--- src/rtl/lc3b_control_if.sv ---
// Shared LC-3b encodings and the control-unit <-> datapath bundle.
// The control unit takes the master side; the datapath takes the slave side.
package lc3b_types;

  typedef enum logic [3:0] {
    op_br   = 4'b0000,
    op_add  = 4'b0001,
    op_ldb  = 4'b0010,
    op_stb  = 4'b0011,
    op_jsr  = 4'b0100,
    op_and  = 4'b0101,
    op_ldr  = 4'b0110,
    op_str  = 4'b0111,
    op_rti  = 4'b1000,
    op_not  = 4'b1001,
    op_ldi  = 4'b1010,
    op_sti  = 4'b1011,
    op_jmp  = 4'b1100,
    op_shf  = 4'b1101,
    op_lea  = 4'b1110,
    op_trap = 4'b1111
  } lc3b_opcode;

  typedef enum logic [1:0] {
    alu_add  = 2'b00,
    alu_and  = 2'b01,
    alu_not  = 2'b10,
    alu_pass = 2'b11
  } lc3b_aluop;

endpackage

interface lc3b_control_if;
  import lc3b_types::*;

  lc3b_opcode opcode;
  logic       instruction5;
  logic       branch_enable;
  logic       mem_resp;

  logic       load_pc;
  logic       load_ir;
  logic       load_regfile;
  logic       load_mar;
  logic       load_mdr;
  logic       load_cc;
  logic [1:0] pcmux_sel;
  logic       marmux_sel;
  logic       mdrmux_sel;
  logic [1:0] alumux_sel;
  logic [1:0] regfilemux_sel;
  logic       storemux_sel;
  lc3b_aluop  aluop;
  logic       mem_read;
  logic       mem_write;
  logic [1:0] mem_byte_enable;

  modport master (
    input  opcode, instruction5, branch_enable, mem_resp,
    output load_pc, load_ir, load_regfile, load_mar, load_mdr, load_cc,
           pcmux_sel, marmux_sel, mdrmux_sel, alumux_sel, regfilemux_sel,
           storemux_sel, aluop, mem_read, mem_write, mem_byte_enable
  );

  modport slave (
    output opcode, instruction5, branch_enable, mem_resp,
    input  load_pc, load_ir, load_regfile, load_mar, load_mdr, load_cc,
           pcmux_sel, marmux_sel, mdrmux_sel, alumux_sel, regfilemux_sel,
           storemux_sel, aluop, mem_read, mem_write, mem_byte_enable
  );

endinterface

--- src/rtl/lc3b_control.sv ---
// Multicycle LC-3b control unit: Moore FSM sequencing fetch, decode and
// per-opcode execute, with memory strobes held until mem_resp.
module lc3b_control
  import lc3b_types::*;
(
  input  logic          clk,
  input  logic          reset,
  lc3b_control_if.master bus
);

  typedef enum logic [3:0] {
    FETCH1, FETCH2, FETCH3, DECODE,
    S_ADD, S_AND, S_NOT, S_BR, S_BR_TAKEN, S_JMP, S_LEA,
    S_CALC_ADDR, LDR1, LDR2, STR1, STR2
  } state_t;

  typedef struct packed {
    logic       load_pc;
    logic       load_ir;
    logic       load_regfile;
    logic       load_mar;
    logic       load_mdr;
    logic       load_cc;
    logic [1:0] pcmux_sel;
    logic       marmux_sel;
    logic       mdrmux_sel;
    logic [1:0] alumux_sel;
    logic [1:0] regfilemux_sel;
    logic       storemux_sel;
    lc3b_aluop  aluop;
    logic       mem_read;
    logic       mem_write;
    logic [1:0] mem_byte_enable;
  } ctrl_t;

  state_t state, next_state;
  ctrl_t  ctrl_q;

  function automatic ctrl_t ctrl_for(state_t s, logic imm);
    ctrl_t c;
    c                 = '0;
    c.aluop           = alu_add;
    c.mem_byte_enable = 2'b11;
    case (s)
      FETCH1:      begin c.marmux_sel = 1'b1; c.load_mar = 1'b1; end
      FETCH2,
      LDR1:        begin c.mem_read = 1'b1; c.mdrmux_sel = 1'b1; c.load_mdr = 1'b1; end
      FETCH3:      begin c.load_ir = 1'b1; c.load_pc = 1'b1; end
      S_ADD,
      S_AND:       begin
                     c.aluop        = (s == S_AND) ? alu_and : alu_add;
                     c.alumux_sel   = imm ? 2'b10 : 2'b00;
                     c.load_regfile = 1'b1;
                     c.load_cc      = 1'b1;
                   end
      S_NOT:       begin c.aluop = alu_not; c.load_regfile = 1'b1; c.load_cc = 1'b1; end
      S_BR_TAKEN:  begin c.pcmux_sel = 2'b01; c.load_pc = 1'b1; end
      S_JMP:       begin c.pcmux_sel = 2'b10; c.load_pc = 1'b1; end
      S_LEA:       begin c.regfilemux_sel = 2'b10; c.load_regfile = 1'b1; c.load_cc = 1'b1; end
      S_CALC_ADDR: begin c.alumux_sel = 2'b01; c.load_mar = 1'b1; end
      LDR2:        begin c.regfilemux_sel = 2'b01; c.load_regfile = 1'b1; c.load_cc = 1'b1; end
      STR1:        begin c.storemux_sel = 1'b1; c.aluop = alu_pass; c.load_mdr = 1'b1; end
      STR2:        c.mem_write = 1'b1;
      default:     ;
    endcase
    return c;
  endfunction

  // opcode is only consulted in DECODE and S_CALC_ADDR, where the IR is stable
  always_comb begin
    next_state = state;
    case (state)
      FETCH1:      next_state = FETCH2;
      FETCH2:      if (bus.mem_resp) next_state = FETCH3;
      FETCH3:      next_state = DECODE;
      DECODE: begin
        case (bus.opcode)
          op_add:  next_state = S_ADD;
          op_and:  next_state = S_AND;
          op_not:  next_state = S_NOT;
          op_br:   next_state = S_BR;
          op_ldr,
          op_str:  next_state = S_CALC_ADDR;
          op_jmp:  next_state = S_JMP;
          op_lea:  next_state = S_LEA;
          default: next_state = FETCH1;
        endcase
      end
      S_BR:        next_state = bus.branch_enable ? S_BR_TAKEN : FETCH1;
      S_CALC_ADDR: next_state = (bus.opcode == op_ldr) ? LDR1 : STR1;
      LDR1:        if (bus.mem_resp) next_state = LDR2;
      STR1:        next_state = STR2;
      STR2:        if (bus.mem_resp) next_state = FETCH1;
      default:     next_state = FETCH1;
    endcase
  end

  // Outputs are registered from the state being entered, so they line up with it
  always_ff @(posedge clk or posedge reset) begin
    if (reset) begin
      state  <= FETCH1;
      ctrl_q <= ctrl_for(FETCH1, 1'b0);
    end else begin
      state  <= next_state;
      ctrl_q <= ctrl_for(next_state, bus.instruction5);
    end
  end

  // Enables and strobes are masked by reset so an abort drops them at once
  assign bus.load_pc         = ctrl_q.load_pc      & ~reset;
  assign bus.load_ir         = ctrl_q.load_ir      & ~reset;
  assign bus.load_regfile    = ctrl_q.load_regfile & ~reset;
  assign bus.load_mar        = ctrl_q.load_mar     & ~reset;
  assign bus.load_mdr        = ctrl_q.load_mdr     & ~reset;
  assign bus.load_cc         = ctrl_q.load_cc      & ~reset;
  assign bus.mem_read        = ctrl_q.mem_read     & ~reset;
  assign bus.mem_write       = ctrl_q.mem_write    & ~reset;
  assign bus.pcmux_sel       = ctrl_q.pcmux_sel;
  assign bus.marmux_sel      = ctrl_q.marmux_sel;
  assign bus.mdrmux_sel      = ctrl_q.mdrmux_sel;
  assign bus.alumux_sel      = ctrl_q.alumux_sel;
  assign bus.regfilemux_sel  = ctrl_q.regfilemux_sel;
  assign bus.storemux_sel    = ctrl_q.storemux_sel;
  assign bus.aluop           = ctrl_q.aluop;
  assign bus.mem_byte_enable = ctrl_q.mem_byte_enable;

endmodule

--- src/flat_wrapper.sv ---
// flat-port wrapper written by rule: the top's interface ports become plain ports
module lc3b_control_flat import lc3b_types::*;
  (clk, reset, bus_opcode, bus_instruction5, bus_branch_enable, bus_mem_resp, bus_load_pc, bus_load_ir, bus_load_regfile, bus_load_mar, bus_load_mdr, bus_load_cc, bus_pcmux_sel, bus_marmux_sel, bus_mdrmux_sel, bus_alumux_sel, bus_regfilemux_sel, bus_storemux_sel, bus_aluop, bus_mem_read, bus_mem_write, bus_mem_byte_enable);
  lc3b_control_if bus_i ();
  input  logic clk;
  input  logic reset;
  input wire logic [$bits(bus_i.opcode)-1:0] bus_opcode;
  input wire logic [$bits(bus_i.instruction5)-1:0] bus_instruction5;
  input wire logic [$bits(bus_i.branch_enable)-1:0] bus_branch_enable;
  input wire logic [$bits(bus_i.mem_resp)-1:0] bus_mem_resp;
  output wire logic [$bits(bus_i.load_pc)-1:0] bus_load_pc;
  output wire logic [$bits(bus_i.load_ir)-1:0] bus_load_ir;
  output wire logic [$bits(bus_i.load_regfile)-1:0] bus_load_regfile;
  output wire logic [$bits(bus_i.load_mar)-1:0] bus_load_mar;
  output wire logic [$bits(bus_i.load_mdr)-1:0] bus_load_mdr;
  output wire logic [$bits(bus_i.load_cc)-1:0] bus_load_cc;
  output wire logic [$bits(bus_i.pcmux_sel)-1:0] bus_pcmux_sel;
  output wire logic [$bits(bus_i.marmux_sel)-1:0] bus_marmux_sel;
  output wire logic [$bits(bus_i.mdrmux_sel)-1:0] bus_mdrmux_sel;
  output wire logic [$bits(bus_i.alumux_sel)-1:0] bus_alumux_sel;
  output wire logic [$bits(bus_i.regfilemux_sel)-1:0] bus_regfilemux_sel;
  output wire logic [$bits(bus_i.storemux_sel)-1:0] bus_storemux_sel;
  output wire logic [$bits(bus_i.aluop)-1:0] bus_aluop;
  output wire logic [$bits(bus_i.mem_read)-1:0] bus_mem_read;
  output wire logic [$bits(bus_i.mem_write)-1:0] bus_mem_write;
  output wire logic [$bits(bus_i.mem_byte_enable)-1:0] bus_mem_byte_enable;
  assign bus_i.opcode = bus_opcode;
  assign bus_i.instruction5 = bus_instruction5;
  assign bus_i.branch_enable = bus_branch_enable;
  assign bus_i.mem_resp = bus_mem_resp;
  assign bus_load_pc = bus_i.load_pc;
  assign bus_load_ir = bus_i.load_ir;
  assign bus_load_regfile = bus_i.load_regfile;
  assign bus_load_mar = bus_i.load_mar;
  assign bus_load_mdr = bus_i.load_mdr;
  assign bus_load_cc = bus_i.load_cc;
  assign bus_pcmux_sel = bus_i.pcmux_sel;
  assign bus_marmux_sel = bus_i.marmux_sel;
  assign bus_mdrmux_sel = bus_i.mdrmux_sel;
  assign bus_alumux_sel = bus_i.alumux_sel;
  assign bus_regfilemux_sel = bus_i.regfilemux_sel;
  assign bus_storemux_sel = bus_i.storemux_sel;
  assign bus_aluop = bus_i.aluop;
  assign bus_mem_read = bus_i.mem_read;
  assign bus_mem_write = bus_i.mem_write;
  assign bus_mem_byte_enable = bus_i.mem_byte_enable;
  lc3b_control u_core (.clk(clk), .reset(reset), .bus(bus_i));
endmodule
--- config.mk ---
export PLATFORM = sky130hd
export DESIGN_NAME = lc3b_control_flat
export DESIGN_NICKNAME = d
export VERILOG_FILES = /design/src/rtl/lc3b_control_if.sv /design/src/rtl/lc3b_control.sv /design/src/flat_wrapper.sv
export SDC_FILE = /design/constraint.sdc
export NUM_CORES = 1
export LEC_CHECK = 0
export CAP_MARGIN = 20
export CORE_MARGIN = 8
export CORE_UTILIZATION = 30
export CTS_CLUSTER_SIZE = 28
export DETAILED_ROUTE_END_ITERATION = 10
export SLEW_MARGIN = 20
export SYNTH_ARGS = -nofsm -noshare
export SYNTH_HDL_FRONTEND = slang
export SYNTH_SLANG_ARGS = --single-unit
--- constraint.sdc ---
create_clock -name clk -period 3.4 [get_ports clk]
set_input_delay 0.51 -clock clk [delete_from_list [all_inputs] [get_ports clk]]
set_output_delay 0.51 -clock clk [all_outputs]
set_load 0.02 [all_outputs]
==> impl_metrics.toml <==
[drt]
dr.pass1.iters = 4
vias = 924
drt-initial-drc-count = 98
wl_per_cell_um = 14.5
ant_nets = 0
drc_errors = 0
vias_per_cell = 4.94
wirelength_mm = 2.71

[pwr]
ir_drop_uv = 214
p_leak_uw = 0.000652
p_switching_uw = 368
power.share.combinational = 0.442
p_int_uw = 591
swShare = 0.384
seq_power_share = 0.394
power_density_nw_per_um2 = 640
pwr-share-clk = 0.164

[logic_synthesis]
synth_area_per_cell_um2 = 10.2
synth_ff_type = "dfrtp_1"
ys_types = 48
yosysWarningCount = 0
synth_top_area_cell = "dfrtp_1"
yosysTopAreaCellShare = 0.378
synth-seq-cells = 21
ys_top_cells_by_area = "dfrtp_1 (38%), buf_4 (7.2%), dfstp_2 (4.2%), nor2b_1 (4.0%), nor2_1 (2.7%)"
synth_enable_flop_cells = 0
synth_cells = 123
async_flop_share = 1.00
ys_seq_area_frac = 0.420
synth_area_um2 = 1260

[global_route]
antenna_found_initial = 0
grt_pass1_wl_mm = 4.43
grt_max_degree = 22
grtUsageTotal = 0.0843
grt_overflow = 0
grt_pass1_vias = 948

[timing]
rsz0062_at_grt = "no"
worstMarginPinSlew_ns = 0.765
fin_crit_ns = 2.52
fmax_mhz = 396
slew_violations = 0
hold_slack_ns = 0.697
final-hold-violation-count = 0
fin_crit_sh = 0.742
finClkSkew_ns = 0.00597
finalSetupViolCount = 0
tns_ns = 0
slew_headroom = 0.490

[floorplanning]
pin_count = 30
start_util = 0.312
core_um2 = 4030
fp-row-count = 23
die_area_um2 = 6510
die_x_um = 80.7
chipHeight_um = 80.7

[clock_tree]
cts_root_buf = "clkbuf_8"
clkSinkCount = 21
clkLatencyLatePin_ns = 0.25
post-cts-setup-buffers = 0
ctsResizeCount = 0
cts_tree = "done"
clk_path_buf_depth = 2
clkTransAtPathRegs_ns = 0.07
cts_buffers = 3
hold_buffers = 0
h-tree-depth = 1

[hold_path]
hold_class = "flip-flop to flip-flop"

[setup_path]
end_kind = "flip-flop"
path_max_fanout = 13
reg2reg_slack_ns = 1.29
crit_type = "input port to flip-flop"
start_kind = "input port"
worstPathArrival_ns = 2.70
cp.required_ns = 3.57

[finish]
final_nets = 147
drive_gt1_frac = 0.139
areaGrowthSynthToFinish_pct = 19.3
final_area_um2 = 1500
diodes = 0

[place]
postPlaceCellArea_um2 = 1450
dp_hpwl_mm = 2.04
globalplace.congestion = 0.870
placement.io_buffers = 27

[run]
drv_cap = 0

[status]
outcome = "completed"
layout by cell type (no fill, tap or decap), drive strengths merged, types with 3 or more instances in the layout:
cell type	count
clkdlybuf4s50	27
dfrtp	19
nor2	9
nor2b	8
nand2	7
a21oi	5
nand3	4
nand2b	4
inv	4
clkbuf	4
nor3b	3
o21ai	3
and3	3
or2	3
routing by layer:
layer / share of wire / global-route usage / vias up / wire length (um)
li1: - / - / 445 / -
met1: 0.42 / 0.0940 / 444 / 1140
met2: 0.50 / 0.149 / 31 / 1350
met3: 0.068 / 0.0268 / 4 / 183
met4: 0.014 / 0.0250 / 0 / 38
met5: 0 / 0 / - / 0
final timing paths:
path                                  from                       end  cells after the start
min reg2reg                u_core.state[1]          u_core.ctrl_q[2]                      2
min                        u_core.state[1]          u_core.ctrl_q[2]                      2
max                          bus_opcode[2]         u_core.ctrl_q[17]                      7
max in group asynchronous            reset  u_core.bus.alumux_sel[0]                      2
max reg2reg                u_core.state[2]         u_core.ctrl_q[17]                      6
min in group asynchronous            reset   u_core.bus.storemux_sel                      2
final cells by class:
type / count / area [um^2]
sequential: 21 / 528
inverter: 4 / 15.0
multi-input combinational: 81 / 578
fill: 407 / 2530
timing repair buffer: 27 / 270
clock buffer: 4 / 45.0
tap: 50 / 62.6
cell usage after synthesis (2+ instances only):
cell type and instances:
dfrtp_1 19, buf_4 12, nor2_1 9, nor2b_1 8, nand2_1 7, a21oi_1 5, nand2b_1 4, nand3_1 4
inv_1 3, nor3b_1 3, o21ai_0 3, a31o_2 2, and3_2 2, and4b_1 2, buf_6 2, clkbuf_1 2
dfstp_2 2, mux2i_1 2, nor3_1 2, or2_1 2
kinds of logic after synthesis:
logic type | Yosys count | synth area share
xor+xnor | 1 | 0.00697
mux | 3 | 0.0249
buf+inv | 22 | 0.123
simple gates | 55 | 0.275
flops | 21 | 0.420
other cells | 1 | 0.00299
compound gates | 20 | 0.147
per-stage QoR:
stage                     total power, uW  cells   util  setup WS (ns)
final                                 959    187  0.372          0.876
after global routing                 1020    187  0.372          0.800
after CTS                             964    187  0.372          0.910
after detailed placement              806    183  0.361          0.649
after global placement                791    183  0.361          0.766
after floorplan                       701    124      -           1.47
power by group through the flow:
stage / clock network (uW) / logic (uW) / registers [uW]
after floorplan: 0 / 347 / 354
after global placement: 0 / 412 / 379
after detailed placement: 0 / 425 / 382
after CTS: 162 / 426 / 376
after global routing: 175 / 459 / 387
final: 157 / 424 / 378
critical path: stages:
cell and delay, ns:
clkdlybuf4s50_1 0.74, nand3b_4 0.14, o21a_4 0.24, a2111oi_4 0.49, inv_2 0.12, or2_1 0.27, mux2i_1 0.17
flip-flops by register name (all words and copies together), names as in the netlist:
register                   count
u_core.bus.alumux_sel          2
u_core.bus.aluop               2
u_core.bus.marmux_sel          1
u_core.bus.mdrmux_sel          1
u_core.bus.pcmux_sel           2
u_core.bus.regfilemux_sel      2
u_core.bus.storemux_sel        1
u_core.ctrl_q                  6
u_core.state                   4
No activity file was read; power rests on OpenSTA's default activity.
